==> src/rtl/satd_pkg.sv <==
// Shared types for the SATD Hadamard datapath.
// Row and column passes exchange vec_t bundles of signed coefficients.
package satd_pkg;

  localparam int N     = 4;
  localparam int DW    = 11;
  localparam int IDX_W = 2;

  localparam logic [IDX_W-1:0] LAST_IDX = IDX_W'(N - 1);

  typedef logic signed [DW-1:0] coef_t;
  typedef coef_t [N-1:0]        vec_t;

endpackage

==> src/rtl/satd_tp_bank.sv <==
// One 4x4 coefficient bank: row-wide write port,
// combinational column-wide read port.
module satd_tp_bank
  import satd_pkg::*;
(
  input  logic             clk,
  input  logic             rst,
  input  logic             we,
  input  logic [IDX_W-1:0] wrow,
  input  vec_t             wdata,
  input  logic [IDX_W-1:0] rcol,
  output vec_t             rdata
);

  vec_t mem [N];

  always_ff @(posedge clk) begin
    if (!rst) begin
      for (int r = 0; r < N; r++) begin
        mem[r] <= '0;
      end
    end else if (we) begin
      mem[wrow] <= wdata;
    end
  end

  // element r of the column comes from row r
  always_comb begin
    rdata = '0;
    for (int r = 0; r < N; r++) begin
      rdata[r] = mem[r][rcol];
    end
  end

endmodule

==> src/rtl/satd_transpose_buffer.sv <==
// Ping-pong 4x4 transpose buffer between the row and
// column Hadamard passes of the SATD datapath.
module satd_transpose_buffer #(
  parameter int DW = satd_pkg::DW
) (
  input  logic          clk,
  input  logic          rst,
  input  logic          in_valid,
  output logic          in_ready,
  input  logic [4*DW-1:0] in_row,
  output logic          out_valid,
  input  logic          out_ready,
  output logic [4*DW-1:0] out_col,
  output logic [1:0]    out_idx,
  output logic          out_last
);

  logic       wbank;
  logic       rbank;
  logic [1:0] wrow;
  logic [1:0] rcol;
  logic [1:0] full;
  logic [1:0] full_n;
  logic       wr;
  logic       rd;

  satd_pkg::vec_t wdata;
  satd_pkg::vec_t rdata [2];

  assign in_ready  = !full[wbank];
  assign out_valid = full[rbank];
  assign wr        = in_valid && in_ready;
  assign rd        = out_valid && out_ready;
  assign wdata     = in_row;
  assign out_col   = rdata[rbank];
  assign out_idx   = rcol;
  assign out_last  = out_valid &&
                     (rcol == satd_pkg::LAST_IDX);

  for (genvar b = 0; b < 2; b++) begin : g_bank
    satd_tp_bank u_bank (
      .clk   (clk),
      .rst   (rst),
      .we    (wr && (wbank == 1'(b))),
      .wrow  (wrow),
      .wdata (wdata),
      .rcol  (rcol),
      .rdata (rdata[b])
    );
  end

  // write and read always target different banks,
  // so set and clear never collide on one flag
  always_comb begin
    full_n = full;
    if (wr && (wrow == satd_pkg::LAST_IDX)) begin
      full_n[wbank] = 1'b1;
    end
    if (rd && (rcol == satd_pkg::LAST_IDX)) begin
      full_n[rbank] = 1'b0;
    end
  end

  always_ff @(posedge clk) begin
    if (!rst) begin
      wbank <= 1'b0;
      wrow  <= '0;
      rbank <= 1'b0;
      rcol  <= '0;
      full  <= '0;
    end else begin
      full <= full_n;
      if (wr) begin
        wrow <= wrow + 2'd1;
        if (wrow == satd_pkg::LAST_IDX) begin
          wbank <= ~wbank;
        end
      end
      if (rd) begin
        rcol <= rcol + 2'd1;
        if (rcol == satd_pkg::LAST_IDX) begin
          rbank <= ~rbank;
        end
      end
    end
  end

endmodule
==> config.mk <==
export PLATFORM = sky130hd
export DESIGN_NAME = satd_transpose_buffer
export DESIGN_NICKNAME = d
export VERILOG_FILES = /design/src/rtl/satd_pkg.sv /design/src/rtl/satd_tp_bank.sv /design/src/rtl/satd_transpose_buffer.sv
export SDC_FILE = /design/constraint.sdc
export NUM_CORES = 1
export LEC_CHECK = 0
export BUFFER_PORTS_ARGS = -buffer_cell sky130_fd_sc_hd__buf_4
export CAP_MARGIN = 10
export CELL_PAD_IN_SITES_DETAIL_PLACEMENT = 1
export CELL_PAD_IN_SITES_GLOBAL_PLACEMENT = 1
export CORE_ASPECT_RATIO = 0.5
export CORE_MARGIN = 4
export CORE_UTILIZATION = 56
export DETAILED_ROUTE_END_ITERATION = 7
export HOLD_SLACK_MARGIN = 0.12
export PLACE_DENSITY = 0.89
export SLEW_MARGIN = 20
export SYNTH_ARGS = -nofsm -noshare
export SYNTH_HDL_FRONTEND = slang
export SYNTH_SLANG_ARGS = --single-unit
==> constraint.sdc <==
create_clock -name clk -period 13 [get_ports clk]
set_input_delay 0.65 -clock clk [delete_from_list [all_inputs] [get_ports clk]]
set_output_delay 0.65 -clock clk [all_outputs]
set_load 0.005 [all_outputs]
==> metrics.md <==
| Metric | Value |
|---|---|
| Critical path endpoint category | output port |
| Hold crit path type | input port to flip-flop |
| Hold Path Stages | 3 |
| Post-synth top area cell | edfxtp_1 |
| DR iter-0 viols | between 1000 and 1500 |
| Mapped Cells | 964 |
| Die area | 31580 um2 |
| Reg2reg path depth | 3 |
| Final setup violation count | 0 |
| FMAX | roughly 250 MHz |
| Tmin final | approximately 4 ns |
| Area growth syn-to-layout | 14.09% |
| Max_cap viols | 0 |
| Top Ports | a little under 100 |
| Hold-fix buffers, CTS | 0 |
| Final period util | 0.3025 |
| Initial antenna violation count | 8 |
| WL/cell | between 30 and 40 um |
| Core ar. | ~28000 um2 |
| Least-Margin Pin Slew | 1.006 ns |
| Sequential-to-total area share from yosys stat | 0.6689 |
| Req. time, crit path | 12.35 ns |
| Top cells by area, synth | edfxtp_1 (66%), and2_1 (14%), mux4_2 (12%) |
| Post-synthesis cell type count | 30 |
| Netlist Area Pre-Place | roughly 16000 um2 |
| Clk slew on worst S/H paths | ~0.060 ns |
| CTS buffer count | 35 |
| Die X | ~250 um |
| Routed vias | a little over 9000 |
| Max Buffers Root-to-Sink | 3 |
| CTS tree | built |
| RSZ-0062 raised after global routing | no |
| WS Path Type | flip-flop to output port |
| Headroom to the max-slew limit | 0.3293 |
| Sink Count | 360 |
| Nets@finish | between 1000 and 1500 |
| Skew final | around 0.016 ns |
| Worst r2r dst | g_bank[0].u_bank.mem[0][30] |
| Antenna viol nets, final | 0 |
| Largest fanout on the critical path | 51 |
| Post-synth EDFFs | 352 |
| Final Max Slew Viols | 0 |
| Die Ht | between 100 and 150 um |
| Skew-Pair Late Insertion Delay | about 0.52 ns |
| GPL Wtd Cong | 0.7724 |
| Primary FF master, synth | edfxtp_1 |
| Post-Route WL | about 45000 um |
| Worst ir drop on vdd | approximately 84 uV |
| Final Hold Vio Count | 0 |
| GRT Resource Usage Total | 0.2903 |
| Hpwl dp | roughly 28000 um |
| Met2 Usage GRT | 0.4609 |
| M3 GR Usage | 0.08025 |
| Met1 GRT Util | 0.4072 |
| PD cells | between 100 and 150 nW/um2 |
| Share of cells above drive strength 1 | 0.2869 |
| CP Launch Type | flip-flop |
| Port bufs | 96 |
| Setup Fix Bufs, Post-CTS | 0 |
| Gr busiest metal | met2 |
| Htree depth | 2 |
| CTS root buf | clkbuf_16 |
| First-pass GRT wire length | between 60000 and 70000 um |
| Min-Delay Endpoint | out_idx[1] |
| Seq cells post-synth | 360 |
| Vias per inst | 6.256 |
| Vias in the first global route | around 9700 |
| Hold slack | between 0.4 and 0.5 ns |
| Most common cell in the netlist | and2_1 |
| Total gr overflow | 0 |
| Pleak | 6.641 nW |
| Final TNS setup | 0 ns |
| Worst r2r src | wbank |
| Drt drc | 0 |
| Hold path startpoint | out_ready |
| PostCTS Resize Cnt | 0 |
| Post-synth top area share | 0.6589 |
| Largest net degree at the start of global routing | 63 |
| FFs w/ async S/R, synth | 0 |
| Top cells by count, synth | and2_1 (353), edfxtp_1 (352), mux4_2 (88) |
| Row count | 43 |
| Warnings, synthesis | 0 |
| DR pass1 iterations | 5 |
| Crit path DAT | ~3.3 ns |
| Syn Area/Cell | between 15 and 20 um2 |
| Starting Density | 0.5734 |
| Mapped Nets | just over 1000 |
| R2r setup slk | roughly 10 ns |
| Status | completed |
## sequential cells by signal, indices dropped and copies added (netlist names)
register and flops:
wbank 1, wrow 2, g_bank.u_bank.mem 352, out_idx 2, rbank 1, full 2
## per-stage QoR
stage | setup slack, ns | power, W | area [um2] | util | std cells
floorplan | 8.423 | 0.001443 | 16040 | - | 964
finish | 9.068 | 0.002511 | 18300 | 0.6542 | 1461
global placement | 9.069 | 0.001520 | 17170 | 0.6138 | 1395
detailed placement | 9.254 | 0.001536 | 17200 | 0.6149 | 1397
CTS | 8.689 | 0.002521 | 18280 | 0.6535 | 1459
global route | 8.835 | 0.002585 | 18300 | 0.6541 | 1460
## how the worst max path moves through the flow
stage,cells after the start,from,slack (ns),to
2_1_floorplan,3,in_valid,8.42,g_bank[1].u_bank.mem[1][0]
3_3_place_gp,4,rst,9.07,g_bank[0].u_bank.mem[0][19]
3_5_place_dp,4,out_idx[1],9.25,out_col[38]
4_1_cts,4,out_idx[1],8.69,out_col[40]
5_1_grt,4,out_idx[1],8.83,out_col[40]
6_report,4,out_idx[1],9.07,out_col[40]
## placed cells by master, fill, tap and decap left out, types with 3 or more instances in the layout
cell type | Yosys | layout
and2_1 | 353 | 353
edfxtp_1 | 352 | 352
buf_4 | 0 | 110
mux4_2 | 88 | 88
mux2_2 | 44 | 44
clkbuf_16 | 0 | 37
clkinv_1 | 0 | 10
nand2_1 | 7 | 7
clkbuf_1 | 44 | 7
o21ai_4 | 0 | 6
clkinv_2 | 0 | 6
nor2_2 | 0 | 5
dfxtp_1 | 8 | 5
inv_1 | 4 | 4
o21ai_0 | 10 | 4
a21oi_1 | 4 | 4
mux2i_1 | 3 | 3
nor2_1 | 8 | 3
## critical path, stage by stage, from the launching register on
cell,delay [ns]
dfxtp_4,0.88
buf_6,0.68
mux4_2,0.62
mux2_2,0.33
buf_4,0.15
## routing by layer
metal  wire [um]  part of all wire
met2       21200              0.47
met3        4968              0.11
met4        1146             0.026
met1       17470              0.39
met5           0                 0
## report_power, final
part	internal, W	switching, W
clock network	0.000558	0.000437
registers	0.00133	0.0000202
logic	0.0000621	0.000101
## logic make-up (layout without fill, tap and decap cells)
| logic type | count (synthesis) | count (layout) | synth area share |
|---|---|---|---|
| AOI/OAI and AO/OA | 16 | 16 | 0.005460 |
| adders and majority gates | 2 | 2 | 0.001560 |
| buffers and inverters | 66 | 179 | 0.01880 |
| DFF | 360 | 360 | 0.6689 |
| muxes | 135 | 135 | 0.1563 |
| other | 0 | 2 | 0 |
| and+or+nand+nor | 385 | 385 | 0.1490 |
## layout make-up
cell class                 count  area [um2]
antenna                        2       5.005
multi-input combinational    538        5117
sequential                   360       10740
tap                          382       478.0
inverter                       4       15.01
clock buffer                  44       952.2
timing repair buffer         113       867.1
clock inverter                18       127.6
fill                        2425        9676
(Power assumes the default switching activity.)
